## src/rtl/imem_loader.sv

```systemverilog
// Byte-stream loader for the instruction memory write port.
// Assembles big-endian words and holds the CPU until the program is in.
module imem_loader #(
    parameter int DEPTH = 100,
    parameter int CNT_W = 8
) (
    input  logic             clk,
    input  logic             rst,
    input  logic             start,
    input  logic [CNT_W-1:0] num_words,
    input  logic [7:0]       byte_in,
    input  logic             byte_valid,
    output logic             byte_ready,
    output logic             mem_we,
    output logic [31:0]      mem_addr,
    output logic [31:0]      mem_wdata,
    output logic             cpu_hold,
    output logic             done,
    output logic             error
);

    localparam logic [1:0] S_IDLE  = 2'd0;
    localparam logic [1:0] S_LOAD  = 2'd1;
    localparam logic [1:0] S_WRITE = 2'd2;
    localparam logic [1:0] S_DONE  = 2'd3;

    logic [1:0]       state_q, state_d;
    logic [1:0]       byte_cnt_q, byte_cnt_d;
    logic [CNT_W-1:0] word_cnt_q, word_cnt_d;
    logic [CNT_W-1:0] num_q, num_d;
    logic [31:0]      addr_q, addr_d;
    logic [31:0]      maddr_q, maddr_d;
    logic [31:0]      wdata_q, wdata_d;
    logic             ready_q, ready_d;
    logic             we_q, we_d;
    logic             hold_q, hold_d;
    logic             done_q, done_d;
    logic             err_q, err_d;

    logic             start_ok;
    logic             hs;
    logic [CNT_W-1:0] word_n;

    // Zero-length and oversize programs are refused before anything is written.
    assign start_ok = (num_words != '0) && (num_words <= CNT_W'(DEPTH));
    assign hs       = byte_valid && ready_q;
    assign word_n   = word_cnt_q + CNT_W'(1);

    always_comb begin
        state_d    = state_q;
        byte_cnt_d = byte_cnt_q;
        word_cnt_d = word_cnt_q;
        num_d      = num_q;
        addr_d     = addr_q;
        maddr_d    = maddr_q;
        wdata_d    = wdata_q;
        ready_d    = ready_q;
        we_d       = 1'b0;
        hold_d     = hold_q;
        done_d     = done_q;
        err_d      = err_q;
        case (state_q)
            S_IDLE, S_DONE: begin
                if (start) begin
                    if (start_ok) begin
                        err_d      = 1'b0;
                        num_d      = num_words;
                        addr_d     = '0;
                        byte_cnt_d = '0;
                        word_cnt_d = '0;
                        ready_d    = 1'b1;
                        done_d     = 1'b0;
                        hold_d     = 1'b1;
                        state_d    = S_LOAD;
                    end else begin
                        err_d = 1'b1;
                    end
                end
            end
            S_LOAD: begin
                if (hs) begin
                    wdata_d    = {wdata_q[23:0], byte_in};
                    byte_cnt_d = byte_cnt_q + 2'd1;
                    if (byte_cnt_q == 2'd3) begin
                        ready_d = 1'b0;
                        we_d    = 1'b1;
                        maddr_d = addr_q;
                        state_d = S_WRITE;
                    end
                end
            end
            S_WRITE: begin
                addr_d     = addr_q + 32'd4;
                word_cnt_d = word_n;
                if (word_n == num_q) begin
                    done_d  = 1'b1;
                    hold_d  = 1'b0;
                    state_d = S_DONE;
                end else begin
                    ready_d = 1'b1;
                    state_d = S_LOAD;
                end
            end
            default: state_d = S_IDLE;
        endcase
    end

    always_ff @(posedge clk) begin
        if (rst) begin
            state_q    <= S_IDLE;
            byte_cnt_q <= '0;
            word_cnt_q <= '0;
            num_q      <= '0;
            addr_q     <= '0;
            maddr_q    <= '0;
            wdata_q    <= '0;
            ready_q    <= 1'b0;
            we_q       <= 1'b0;
            hold_q     <= 1'b1;
            done_q     <= 1'b0;
            err_q      <= 1'b0;
        end else begin
            state_q    <= state_d;
            byte_cnt_q <= byte_cnt_d;
            word_cnt_q <= word_cnt_d;
            num_q      <= num_d;
            addr_q     <= addr_d;
            maddr_q    <= maddr_d;
            wdata_q    <= wdata_d;
            ready_q    <= ready_d;
            we_q       <= we_d;
            hold_q     <= hold_d;
            done_q     <= done_d;
            err_q      <= err_d;
        end
    end

    assign byte_ready = ready_q;
    assign mem_we     = we_q;
    assign mem_addr   = maddr_q;
    assign mem_wdata  = wdata_q;
    assign cpu_hold   = hold_q;
    assign done       = done_q;
    assign error      = err_q;

endmodule
```

## config.mk

```make
export PLATFORM = sky130hd
export DESIGN_NAME = imem_loader
export DESIGN_NICKNAME = d
export VERILOG_FILES = /design/src/rtl/imem_loader.sv
export SDC_FILE = /design/constraint.sdc
export NUM_CORES = 1
export LEC_CHECK = 0
export ABC_CLOCK_PERIOD_IN_PS = 6600
export CORE_MARGIN = 2
export CORE_UTILIZATION = 57
export CTS_CLUSTER_SIZE = 20
export DETAILED_ROUTE_END_ITERATION = 8
export PLACE_DENSITY = 0.95
export SLEW_MARGIN = 30
export SYNTH_ARGS = -nofsm -noshare
export SYNTH_HDL_FRONTEND = slang
export SYNTH_SLANG_ARGS = --single-unit
```

## constraint.sdc

```tcl
create_clock -name clk -period 6.6 [get_ports clk]
set_input_delay 1.65 -clock clk [delete_from_list [all_inputs] [get_ports clk]]
set_output_delay 1.65 -clock clk [all_outputs]
set_load 0.01 [all_outputs]
```

==> results of run 1 <==
## how the worst min path moves through the flow
| stage | end | startpoint | slack (ns) |
|---|---|---|---|
| 3_3_place_gp | mem_addr[26] | mem_addr[26] | 0.44 |
| 5_1_grt | mem_addr[14] | mem_addr[14] | 0.47 |
| 4_1_cts | mem_addr[13] | mem_addr[13] | 0.46 |
| 3_5_place_dp | mem_wdata[30] | mem_wdata[30] | 0.45 |
| 2_1_floorplan | mem_addr[31] | addr_q[31] | 0.44 |
| 6_report | mem_addr[14] | mem_addr[14] | 0.45 |
## area by class of cell
cell class              count  area [µm²]
multi-input cells         471        2570
flip-flops and latches    117        2340
fillers                   563        2120
repair buffers             91         893
clock buffers              18         428
clock inverters            14         199
well taps                 108         135
inverters                   8        30.0
## synthesized netlist by cell type (3+ instances only)
master    instances
nand2_1         167
mux2i_1           8
nand3_1          25
nand4_1          19
buf_2             6
nor2_1           10
dfxtp_1         117
a21oi_1          90
o21ai_0          15
buf_4             4
o211ai_1         14
or3_1             6
inv_1             8
or4_1            16
and3_1           10
xor2_1            4
or4b_2            3
xnor2_1           5
and2_1           11
ha_1              6
and4_1            4
nand2b_1         11
clkbuf_1         35
nor4_1            5
nor3_1            9
## cell usage in the layout, fill, tap and decap left out, drive strengths merged, types with 8 or more instances in the layout
cell / count
inv: 11
nor3: 9
dfxtp: 117
or4: 16
clkdlybuf4s50: 85
a21oi: 90
o211ai: 14
nand2: 167
nand2b: 11
nand3: 25
clkbuf: 18
nand4: 19
mux2i: 8
o21ai: 15
and3: 11
and2: 12
nor2: 10
## registers in the layout, indices dropped and copies added (netlist names)
name        count
byte_cnt_q      2
done            1
cpu_hold        1
state_q         2
mem_addr       30
mem_wdata      32
mem_we          1
num_q           8
addr_q         30
byte_ready      1
word_cnt_q      8
error           1
## kinds of logic (layout without fill, tap and decap cells)
group | Yosys count | count (layout)
AOI/OAI and AO/OA | 142 | 142
xor gates and xnor gates | 9 | 9
adders and majority gates | 6 | 6
buffers and inverters | 56 | 131
DFF | 117 | 117
muxes | 8 | 8
other | 1 | 2
and+or+nand+nor | 304 | 304
## metrics by stage
stage / setup WS, ns / instance area, µm² / std cells
after floorplan: 3.38 / 5120 / 644
after global placement: 1.92 / 5960 / 795
after detailed placement: 2.27 / 5970 / 795
after CTS: 2.79 / 6590 / 827
after global routing: 2.91 / 6600 / 827
final: 3.04 / 6600 / 827
## worst max-delay path: cells and delay by family
| kind | cells | cell delay (ns) |
|---|---|---|
| buffers and inverters | 3 | 1.00 |
| AND/OR/NAND/NOR | 1 | 0.67 |
| AO/OA/AOI/OAI | 4 | 0.67 |
## routing by layer
| metal | vias to the layer above | track usage | wire length, µm |
|---|---|---|---|
| met5 | - | 0 | 0 |
| met4 | 0 | 0.139 | 400 |
| met3 | 46 | 0.0773 | 1020 |
| met2 | 237 | 0.484 | 6830 |
| met1 | 2392 | 0.330 | 5310 |
| li1 | 2369 | - | - |
## power breakdown
group	internal, µW	switching (µW)
clock network	627	345
registers	714	8.71
logic	39.3	69.0
total	1380	422
==> out/summary.txt, run 1 <==
hold depth -> 2
sequential area share after synthesis -> 0.457
Reg2Reg Depth -> 9
R2R Path End -> word_cnt_q[7]
Post-Synth Simple-Gate Area -> 0.288
WL/cell -> 16.4 µm
clk_skew -> 0.00600 ns
post-route minimum period -> 3.56 ns
pin count of the biggest net entering global routing -> 70
Port Buffers -> 86
CP endpoint kind -> register
top_reg_cell synth -> dfxtp_1
final setup vio count -> 0
initial core utilization -> 0.587
critical path peak fanout -> 69
P&R area growth vs syn -> 28.8%
Slew HR -> 0.491
worst flop-to-flop path startpoint -> state_q[0]
drt total wl -> 13600 µm
Compound-Gate Fraction of Synth Area -> 0.161
Total GRT Usage -> 0.284
core area -> 8720 µm²
DRT Pass-1 Iters -> 5
Final period util -> 0.539
Max-Cap Viols -> 0
half-perimeter wire length after placement -> 7980 µm
share of layout cells above drive strength 1 -> 0.0751
TritonCTS Sinks -> 117
Die ar. -> 9760 µm²
Final Util -> 0.756
Power Dens Cells -> 273 nW/µm²
routed vias -> 5044
Worst path slowest cell -> or4b_2
grt ovf -> 0
CTS H-tree depth -> 4
Total Power -> 1800 µW
Yosys Warn Count -> 0
Clk Latency, worst-skew pair -> 0.54 ns
post-CTS setup buffers -> 0
Post-synth EDFFs -> 0
Netlist cell types -> 52
post-synthesis mux area share -> 0.0156
CTS root buffer -> clkbuf_8
worst path cell trace -> clkdlybuf4s50_1, o21a_1, o311ai_1, buf_4, a21boi_4, buf_4, or4b_2, a21oi_1
CTS Buffer Depth -> 2
die width -> 98.8 µm
startpoint types -> input pin
CP peak stage delay -> 0.67 ns
Reg2Reg Setup Slack -> 3.83 ns
CTS tree -> built
Slew Viols, Final -> 0
diode count -> 0
kind of critical path -> in -> reg
Avg Cell Area, Syn -> 7.96 µm²
Hold Buf Count CTS -> 0
initial antenna violation count -> 0
Fin Hold WS -> 0.453 ns
maximum VDD drop -> 193 µV
ANT nets after route -> 0
Slew @ Worst Pin -> 0.764 ns
first-pass GRT wire length -> 22500 µm
post-synth top area cell -> dfxtp_1
Yosys reg bits -> 117
most frequent CP cell -> buf_4
Post-CTS Resized -> 0
row cnt -> 34
ys async rst share -> 0
First DRT Iteration DRCs -> 362
DRC -> 0
xor/xnor cell area share of the yosys netlist -> 0.0154
via/cell ratio -> 6.10
cts bufs inserted -> 17
Area contributors post-synth -> dfxtp_1, nand2_1, a21oi_1
CP required -> 7.05 ns
crit path capture -> word_cnt_q[7]
Fmax -> 0.281 GHz
Post-Synth Adder-Cell Area -> 0.0147
main combinational cell family by area after synthesis -> simple AND/OR/NAND/NOR gates
cell area after synthesis -> 5120 µm²
cells after synthesis -> 643
Hold Vio Cnt, Final -> 0
final net count -> 732
Worst-path clk slew -> 0.06 ns
Routability Congestion -> 0.870
CP Launch Point -> num_words[0]
crit path DAT -> 4.01 ns
vias in the first global route -> 4769
Hold WC Path Type -> reg -> reg
area share of the largest cell type after synthesis -> 0.457
Leak -> 0.00227 µW
I/O pin count -> 89
RSZ-0062 raised after global routing -> no
outcome -> finished clean
die height -> 98.8 µm
TNS Setup -> 0 ns
No activity file was read; power rests on OpenSTA's default activity.
==> inputs of run 2 (changes only) <==
ABC_CLOCK_PERIOD_IN_PS = 3200   (was 6600)
CORE_UTILIZATION = 48   (was 57)
PLACE_DENSITY = 0.88   (was 0.95)
clock period = 3.2 ns   (was 6.6 ns; I/O delays follow)
==> out/summary.txt, run 2 (synthesized netlist as in run 1, its figures left out) <==
WL/cell -> 14.2 µm (-13%)
final setup margin -> 0.740 ns (-2.30 ns)
Die ar. -> 11500 µm² (+18%)
first-pass GRT wire length -> 20600 µm (-8.4%)
routed vias -> 4859 (-3.7%)
Slew Viols, Final -> 0 (unchanged)
initial antenna violation count -> 0 (unchanged)
outcome -> finished clean
Total Power -> 3360 µW (+86%)
cts bufs inserted -> 17 (unchanged)
pre-CTS WS -> 0.231 ns (-2.04 ns)
TNS Setup -> 0 ns (unchanged)
share of layout cells above drive strength 1 -> 0.0785 (+0.00341)
maximum VDD drop -> 316 µV (+64%)
Hold Vio Cnt, Final -> 0 (unchanged)
number of fillers in the final layout -> 828 (+47%)
Slew HR -> 0.476 (-0.0149)
met1 Use GR -> 0.266 (-0.0639)
CP endpoint kind -> register
Worst path slowest cell -> or4_1
Reg2Reg Depth -> 9 (unchanged)
worst path cell trace -> clkdlybuf4s50_1, o21a_1, o311ai_1, buf_4, a21boi_4, buf_4, or4_1, nand2_1
CTS tree -> built
Clk Latency, worst-skew pair -> 0.52 ns (-0.02 ns)
CTS H-tree depth -> 4 (unchanged)
Power Dens Cells -> 510 nW/µm² (+86%)
GR Util met2 -> 0.374 (-0.110)
Post-CTS Resized -> 0 (unchanged)
most frequent cells in the layout -> nand2_1, dfxtp_1, a21oi_1
core area -> 10300 µm² (+18%)
DRT Pass-1 Iters -> 6 (+1)
Post-Place Cell Area -> 6070 µm² (+1.8%)
initial core utilization -> 0.496 (-0.0911)
pin count of the biggest net entering global routing -> 46 (-34%)
Max-Cap Viols -> 0 (unchanged)
Final Util -> 0.639 (-0.118)
post-route minimum period -> 2.46 ns
Leak -> 0.00225 µW (-1.0%)
hold depth -> 2 (unchanged)
most frequent CP cell -> buf_4
Hold WC Path Type -> reg -> reg
Final period util -> 0.769
Non-Filler Cell Area, Final -> 6590 µm² (about the same)
busiest grt layer -> met2
DRC -> 0 (unchanged)
CP required -> 3.67 ns (-3.38 ns)
Worst-path clk slew -> 0.06 ns (about the same)
P&R area growth vs syn -> 28.8% (about the same)
diode count -> 0 (unchanged)
TritonCTS Sinks -> 117 (unchanged)
half-perimeter wire length after placement -> 8310 µm (+4.1%)
WP buf/inv -> 3 (unchanged)
RSZ-0062 raised after global routing -> no
crit path DAT -> 2.93 ns (-1.08 ns)
crit-path leading delay family -> buffers and inverters
ANT nets after route -> 0 (unchanged)
startpoint types -> input pin
met3 global-route usage -> 0.0726 (-0.00467)
final net count -> 739 (+0.96%)
row cnt -> 37 (+8.8%)
CP peak stage delay -> 0.53 ns (-0.14 ns)
post-CTS setup buffers -> 0 (unchanged)
I/O pin count -> 89 (unchanged)
Total GRT Usage -> 0.223 (-0.0612)
vias in the first global route -> 4592 (-3.7%)
die width -> 107 µm (+8.6%)
Port Buffers -> 86 (unchanged)
die height -> 107 µm (+8.6%)
CTS Buffer Depth -> 2 (unchanged)
drt total wl -> 12300 µm (-9.4%)
critical path peak fanout -> 23 (-67%)
grt ovf -> 0 (unchanged)
Critical Path Stages -> 8 (unchanged)
final setup vio count -> 0 (unchanged)
Slew @ Worst Pin -> 0.787 ns (+0.0224 ns)
Largest register FFs -> 32 (unchanged)
First DRT Iteration DRCs -> 246 (-32%)
via/cell ratio -> 5.64 (-7.6%)
Fmax -> 0.407 GHz
CTS root buffer -> clkbuf_8
Hold Buf Count CTS -> 0 (unchanged)
commonest non-fill, non-tap cell in the layout -> nand2_1
kind of critical path -> in -> reg
Routability Congestion -> 0.787 (-9.6%)
clk_skew -> 0.00783 ns (+0.00183 ns)
-- run 2: cell count changes in the layout (fill, tap and decap cells not counted), sizes merged --
| cell | change |
|---|---|
| clkbuf | -1 |
| buf | +7 |
| bufinv | -4 |
| clkinv | -1 |
| clkinvlp | +6 |
-- run 2: final timing paths --
kind                   to  slack [ns]          from
max            addr_q[12]        0.74  num_words[0]
min          mem_addr[11]        0.45  mem_addr[11]
max reg2reg    addr_q[12]        0.77    state_q[0]
min reg2reg  mem_addr[11]        0.45  mem_addr[11]
-- run 2: final cells by class --
class / instances / area [µm²] / area share
Clock buffer: 17 / 414 / 0.0628
Clock inverter: 15 / 108 / 0.0163
Inverter: 8 / 30.0 / 0.00455
Multi-Input combinational cell: 471 / 2560 / 0.388
Sequential cell: 117 / 2340 / 0.355
Tap cell: 136 / 170 / 0.0258
Timing Repair Buffer: 98 / 971 / 0.147
-- run 2: where the power goes --
| group | switching (µW) | internal [µW] |
|---|---|---|
| clock network | 700 | 948 |
| logic | 135 | 88.0 |
| registers | 16.0 | 1470 |
| total | 851 | 2510 |
-- run 2: metrics by stage --
stage                     cells  hold slack (ns)
final                       862            0.452
after global routing        862            0.469
after CTS                   862            0.456
after detailed placement    830            0.448
after global placement      830            0.441
after floorplan             644            0.440
-- run 2: worst min-delay path, delay by kind of cell (launching register included) --
family	cells	cell delay [ns]
compound gates	1	0.05
flops	1	0.31
simple gates	1	0.05
-- run 2: layer usage --
metal  up-vias  wire (µm)
met5         -          0
met4         0        199
met3        23        847
met2       163       6160
met1      2277       5080
li1       2396          -
==> inputs of run 3 (changes only) <==
ABC_CLOCK_PERIOD_IN_PS = 2550   (was 3200)
CORE_UTILIZATION = 53   (was 48)
PLACE_DENSITY = 0.92   (was 0.88)
clock period = 2.55 ns   (was 3.2 ns; I/O delays follow)
==> out/summary.txt, run 3 (synthesized netlist as in run 1, its figures left out) <==
DRT Pass-1 Iters -> 5 (-1)
DRC -> 0 (unchanged)
post-CTS setup buffers -> 0 (unchanged)
via/cell ratio -> 5.85 (+3.8%)
core area -> 9330 µm² (-9.6%)
Max-Cap Viols -> 0 (unchanged)
Final period util -> 0.919
Slew Viols, Final -> 0 (unchanged)
routed vias -> 5133 (+5.6%)
number of fillers in the final layout -> 649 (-22%)
TritonCTS Sinks -> 117 (unchanged)
Worst-path clk slew -> 0.06 ns (about the same)
kind of critical path -> reg -> reg
Post-Place Cell Area -> 6220 µm² (+2.4%)
die height -> 102 µm (-4.7%)
Routability Congestion -> 0.864 (+9.8%)
final net count -> 761 (+3.0%)
Power Dens Cells -> 642 nW/µm² (+26%)
CP endpoint kind -> register
Total GRT Usage -> 0.272 (+0.0491)
First DRT Iteration DRCs -> 300 (+22%)
clk_skew -> 0.0101 ns (+0.00231 ns)
Leak -> 0.00236 µW (+4.9%)
CTS H-tree depth -> 4 (unchanged)
half-perimeter wire length after placement -> 8700 µm (+4.8%)
crit path DAT -> 2.75 ns (-0.18 ns)
most frequent cells in the layout -> nand2_1, dfxtp_1, a21oi_1
Largest register FFs -> 32 (unchanged)
CTS tree -> built
Hold WC Path Type -> reg -> reg
Hold Vio Cnt, Final -> 0 (unchanged)
final setup vio count -> 0 (unchanged)
Port Buffers -> 86 (unchanged)
die width -> 102 µm (-4.7%)
WL/cell -> 15.8 µm (+11%)
initial core utilization -> 0.549 (+0.0530)
share of layout cells above drive strength 1 -> 0.106 (+0.0271)
Die ar. -> 10500 µm² (-9.1%)
initial antenna violation count -> 0 (unchanged)
critical path peak fanout -> 6 (-74%)
row cnt -> 35 (-5.4%)
CTS Buffer Depth -> 2 (unchanged)
cts bufs inserted -> 17 (unchanged)
Fmax -> 0.426 GHz
Post-CTS Resized -> 0 (unchanged)
Final Util -> 0.724 (+0.0854)
I/O pin count -> 89 (unchanged)
ANT nets after route -> 0 (unchanged)
grt ovf -> 0 (unchanged)
outcome -> finished clean
maximum VDD drop -> 494 µV (+56%)
Clk Latency, worst-skew pair -> 0.52 ns (about the same)
startpoint types -> register
diode count -> 0 (unchanged)
Slew @ Worst Pin -> 0.674 ns (-0.113 ns)
Hold Buf Count CTS -> 0 (unchanged)
vias in the first global route -> 4981 (+8.5%)
post-route minimum period -> 2.34 ns
multi-input logic area -> 2560 µm² (unchanged)
RSZ-0062 raised after global routing -> no
CTS root buffer -> clkbuf_8
first-pass GRT wire length -> 22600 µm (+9.4%)
register area -> 2340 µm² (unchanged)
pin count of the biggest net entering global routing -> 49 (+6.5%)
CP required -> 2.96 ns (-0.71 ns)
Non-Filler Cell Area, Final -> 6750 µm² (+2.4%)
P&R area growth vs syn -> 31.9%
drt total wl -> 13900 µm (+13%)
Slew HR -> 0.551 (+0.0752)
commonest non-fill, non-tap cell in the layout -> nand2_1
run 3: changes by cell type in the layout (fill, tap and decap cells not counted):
cell / previous run / this run
buf_12: 2 / 1
inv_8: 0 / 1
inv_6: 3 / 4
clkinv_4: 1 / 4
buf_4: 10 / 33
clkinvlp_4: 7 / 5
clkinv_2: 4 / 1
run 3: layout make-up:
class	instances	area share
Multi-Input combinational cell	471	0.379
Sequential cell	117	0.347
Timing Repair Buffer	120	0.166
Clock buffer	17	0.0613
Tap cell	129	0.0239
Clock inverter	15	0.0183
Inverter	8	0.00445
run 3: path summary, 6_finish.rpt:
check	startpoint	to	slack, ns	cells past startpoint
worst min register to register	mem_addr[21]	mem_addr[21]	0.45	2
worst max register to register	word_cnt_q[0]	byte_ready	0.21	6
worst min-delay path	mem_addr[21]	mem_addr[21]	0.45	2
worst max-delay path	word_cnt_q[0]	byte_ready	0.21	6
run 3: through the flow:
step | setup TNS (ns) | setup slack [ns] | std cells | power (µW) | hold slack [ns]
after global placement | -1.64 | -0.101 | 845 | 2200 | 0.444
after detailed placement | -4.30 | -0.248 | 845 | 2220 | 0.446
after CTS | 0 | 0.251 | 877 | 4340 | 0.457
after global routing | 0 | 0.150 | 877 | 4460 | 0.480
final | 0 | 0.205 | 877 | 4340 | 0.453
after floorplan | 0 | 0.343 | 644 | 2080 | 0.440
run 3: critical path, stage by stage, from the launching register on:
cell and delay [ns]:
dfxtp_1 0.49, ha_1 0.32, and3_2 0.24, a21oi_1 0.07, or4b_4 0.50, or4_1 0.47
o2111a_1 0.14
run 3: power breakdown:
group	switching, µW	total, µW	internal [µW]
logic	188	326	138
clock network	929	2140	1210
registers	21.1	1870	1850
run 3: layer usage:
layer,GRT usage,vias up,wire [µm]
met5,0,-,0
met2,0.477,226,7040
li1,-,2434,-
met3,0.0787,53,978
met4,0.142,0,487
met1,0.300,2420,5380
==> patch 1, RTL diff (flow settings as in run 3) <==
Reset style: asynchronous (`rst`), changed in one clocked block.
--- a/src/rtl/imem_loader.sv
+++ b/src/rtl/imem_loader.sv
@@ -105,7 +105,7 @@
         endcase
     end
 
-    always_ff @(posedge clk) begin
+    always_ff @(posedge clk or posedge rst) begin
         if (rst) begin
             state_q    <= S_IDLE;
             byte_cnt_q <= '0;
Behaviour: differs if rst is asserted again (counterexample within 4 cycles, from zero or initial values and one cycle with rst high); with rst held inactive, the same outputs for 10 cycles.
==> patch 1 against run 3 <==
- synthesized area is 3.5% higher
- design area is 4.6% higher
- sequential cell count stayed put
- critical endpoint is now addr_q[25]
- global-route usage is 2.9 points lower
- setup slack worse by 110 ps
- wire length is 7.3% lower
- critical path depth is 2 higher
Power is not compared: it rests on default switching activity, and its combinational part moved more than twofold at a synthesized area within 25%.
==> patch 1: results (changes against run 3) <==
Timing
  – Final Skew: 4.754 ps (-5.391 ps)

Worst setup path
  – CP max stage cell: clkdlybuf4s50_1
  – Crit Path Max Fanout: 16 (+10)
  – Worst EP arrival: 2850 ps (+100 ps)
  – Critical path's largest stage delay: 450 ps (-50 ps)
  – CP top delay family: compound AO/OA/AOI/OAI gates

Placement
  – Placed Cells incl. Taps: 726 (-14%)
  – Port buffer count: 86 (unchanged)
  – Final HPWL DP: 8379 um (-3.7%)
  – Routability cong.: 0.8426 (-2.5%)

Logic synthesis
  – Top cells by area, synth: dfrtp_1, nand2_1, mux2_2
  – Xor and xnor fraction of the mapped netlist area: 0.05123 (+0.03583)
  – Mean Syn Cell Area: 10.54 sq um (+32%)
  – Ys async rst share: 1.000 (+1.000)
  – Yosys cell types: 51 (-1.9%)
  – Compound-Gate Fraction of Synth Area: 0.07342 (-0.08738)
  – Commonest cells post-synth: nand2_1, dfrtp_1, mux2_2
  – Register area share after synthesis: 0.5526 (+0.09517)
  – Synth Area in Adders: 0.01416 (-0.0004985)
  – Ys Warns: 0 (unchanged)
  – Post-synthesis mux area share: 0.07932 (+0.06368)

Min path
  – Type of the most critical hold path: register to register

Cells and area
  – Post-Layout Cell Count: 756 (-14%)
  – Layout cells sized above 1: 0.1798 (+0.07416)
  – Fin nets: 638 (-16%)

Power and ir drop
  – Sequential share of power: 0.431
  – Final total power: around 0.0043 W
  – Psw: about 0.00087 W
  – Top Consumer: clock
  – P_clk: 0.00236 W
  – Max VDD drop: 0.4079 mV

Outcome
  – Status: completed

CTS
  – Number of buffers created by CTS: 17 (unchanged)
  – Clk root buf: clkbuf_8
  – Clock slew at reported path FFs: 60 ps (about the same)

GRT
  – Vias in the first global route: 4422 (-11%)
  – Largest net degree at the start of global routing: 68 (+39%)
  – Initial antenna violation count: 0 (unchanged)
  – GRT Overall Usage: 0.2437 (-0.02863)
  – First-pass GRT wire length: 21180 um (-6.2%)

Routing
  – M1 wire length: 5146 um (-4.4%)
  – Vias/cell: 5.618 (-4.0%)
  – Met3 WL: 981 um (+0.31%)
  – Final WL: 12870 um (-7.3%)
  – 1st-iter DRT viols: 334 (+11%)
  – Highest routed layer: met4
  – First-pass DRT Iterations: 7 (+2)
  – Met2 WL: 6509 um (-7.6%)

Job
  – Max-cap violations: 0 (unchanged)
-- patch 1: changes by cell type in the layout (fill, tap and decap cells not counted), moves of 10 or more --
cell             run 3  this run
a21oi_1             90         5
nand3_1             25        14
and2_1              11         1
dfxtp_1            117         0
nor2_1              10        28
o211ai_1            14         1
nand2_1            167       121
xnor2_1              5        23
dfrtp_1              0       116
buf_4               33        23
mux2_2               0        36
or4_1               16         1
-- patch 1: per-layer routing --
layer | up-vias | global-route usage
met5 | - | 0
met4 | 0 | 0.09653
met3 | 31 | 0.07895
met2 | 196 | 0.4088
met1 | 2075 | 0.2923
li1 | 1945 | -
-- patch 1: final timing paths --
| path | from | endpoint | slack (ps) | depth (start not counted) |
|---|---|---|---|---|
| max in group asynchronous | rst | cpu_hold | 1640 | 3 |
| setup reg to reg | state_q[0] | addr_q[25] | 190 | 8 |
| min in group asynchronous | rst | mem_wdata[4] | 600 | 3 |
| setup / recovery | num_words[1] | addr_q[25] | 100 | 8 |
| hold reg to reg | mem_wdata[26] | mem_wdata[26] | 480 | 2 |
| hold / removal | mem_wdata[26] | mem_wdata[26] | 480 | 2 |
-- patch 1: layout make-up --
type / count / area, sq um
multi-input cells: 352 / 2228
inverters: 11 / 45.04
clock buffers: 20 / 455.4
flip-flops and latches: 117 / 2929
clock inverters: 10 / 130.1
repair buffers: 113 / 1114
well taps: 133 / 166.4
fillers: 654 / 2661
-- patch 1: per-stage QoR --
stage	util	cell area (sq um)	hold slack [ps]	setup WS [ps]
floorplan	-	5308	463.2	255.9
global placement	0.6646	6466	459.7	-316.9
detailed placement	0.6646	6466	469.2	-435.1
CTS	0.7248	7052	482.4	100.6
global route	0.7265	7068	505.7	9.545
finish	0.7265	7068	479.3	98.09
-- patch 1: timing repair --
item                       CTS  global route
resized for setup            0             2
buffers inserted             0             0
setup endpoints to repair    0             4
==> patch 2, RTL diff (flow settings as in run 3) <==
Made on the original files. Change the parameter `CNT_W` from 8 to 6.
--- a/src/rtl/imem_loader.sv
+++ b/src/rtl/imem_loader.sv
@@ -2,7 +2,7 @@
 // Assembles big-endian words and holds the CPU until the program is in.
 module imem_loader #(
     parameter int DEPTH = 100,
-    parameter int CNT_W = 8
+    parameter int CNT_W = 6
 ) (
     input  logic             clk,
     input  logic             rst,
Interface: changed (resized num_words); port bits go from 89 to 87. The function was not compared with the original's and may differ.
==> patch 2 against run 3 <==
- sequential cell count shrank 4
- sequential share of layout area increased by 1.4 points
- power grew 5.8%
- design area fell by 7.1%
- wire length fell by 13%
- setup slack better by 19 ps
- synthesized area shrank 9.5%
- combinational power decreased by 11%
- utilization increased by 0.64 points
- critical path type unchanged
- largest power group unchanged
- highest routed layer unchanged
==> patch 2: results (changes against run 3) <==
Cells and area
  – Max reg flops: 32 (unchanged)
  – Layout cells sized above 1: 0.1012 (-0.004442)
  – Fin nets: 693 (-8.9%)

Timing
  – Worst Tran Pin Value: 530.2 ps (-143.5 ps)
  – Final Skew: 6.308 ps (-3.838 ps)

CTS
  – Post-CTS Setup Repair Bufs: 0 (unchanged)
  – Clk buf depth: 2 (unchanged)
  – Worst skew pair latency: 520 ps (about the same)
  – Clk root buf: clkbuf_8

Placement
  – Post-place setup slack: -207.4 ps (+40.20 ps)
  – Port buffer count: 84 (-2.3%)
  – Placed Cells incl. Taps: 758 (-10%)
  – Final HPWL DP: 7485 um (-14%)
  – Routability cong.: 0.8743 (+1.2%)

Power and ir drop
  – Max VDD drop: 0.6881 mV (+39%)
  – Leakage dissipation: 2.172 nW (-7.9%)

Logic synthesis
  – Register area share after synthesis: 0.4884 (+0.03091)
  – Yosys cell types: 51 (-1.9%)
  – Top cells by area, synth: dfxtp_1, nand2_1, a21oi_1
  – Mean Syn Cell Area: 8.000 sq um (+0.47%)
  – Commonest cells post-synth: nand2_1, dfxtp_1, a21oi_1

Routing
  – Final WL: 12030 um (-13%)
  – 1st-iter DRT viols: 222 (-26%)
  – Via count: 4447 (-13%)
  – Vias/cell: 5.629 (-3.8%)

Min path
  – Type of the most critical hold path: register to register

Worst setup path
  – Worst EP arrival: 2740 ps (about the same)
  – Crit Path Max Fanout: 6 (unchanged)

GRT
  – Largest net degree at the start of global routing: 54 (+10%)
  – GRT Overall Usage: 0.2471 (-0.02530)
  – Vias in the first global route: 4299 (-14%)
  – First-pass GRT wire length: 19400 um (-14%)

Outcome
  – Status: completed
-- patch 2: routing by layer --
layer	wire length [um]	up-vias	GRT usage
li1	-	2122	-
met3	758	27	0.07050
met1	4632	2118	0.2628
met4	225	0	0.09188
met2	6411	180	0.4599
met5	0	-	0
-- patch 2: area by class of cell --
type	instances	area [sq um]
clock buffers	18	417.9
clock inverters	14	205.2
fillers	567	2316
inverters	9	33.78
multi-input cells	422	2197
flip-flops and latches	113	2262
well taps	108	135.1
repair buffers	106	1026
-- patch 2: worst paths after layout --
| kind | from | to | slack, ps | depth (start not counted) |
|---|---|---|---|---|
| setup / recovery | word_cnt_q[0] | cpu_hold | 220 | 7 |
| hold reg to reg | mem_addr[11] | mem_addr[11] | 450 | 2 |
| hold / removal | mem_addr[11] | mem_addr[11] | 450 | 2 |
| setup reg to reg | word_cnt_q[0] | cpu_hold | 220 | 7 |
-- patch 2: power breakdown --
group / internal, W / switching (W)
logic: 0.000130 / 0.000161
clock network: 0.00160 / 0.000884
registers: 0.00179 / 0.0000216
total: 0.00352 / 0.00107
-- patch 2: critical path: stages (launching register included) --
cell,delay (ps)
dfxtp_1,470
ha_1,310
nand3_1,160
or3_1,360
a211oi_1,460
buf_4,220
o21ai_0,70
a21o_1,170
-- patch 2: per-stage QoR --
step	hold WS, ps	instance area, sq um
after global placement	443.0	5654
final	454.6	6277
after CTS	457.0	6277
after floorplan	445.7	4636
after detailed placement	449.2	5654
after global routing	478.0	6277
-- patch 2: cells by family after synthesis --
group,share of synthesized area
other,0.0008096
AO/OA/AOI/OAI,0.1294
adder cells (fa/ha/maj),0.01621
XOR/XNOR,0.05862
AND/OR/NAND/NOR,0.2653
buffers and inverters,0.03890
flip-flops,0.4884
multiplexers,0.002431
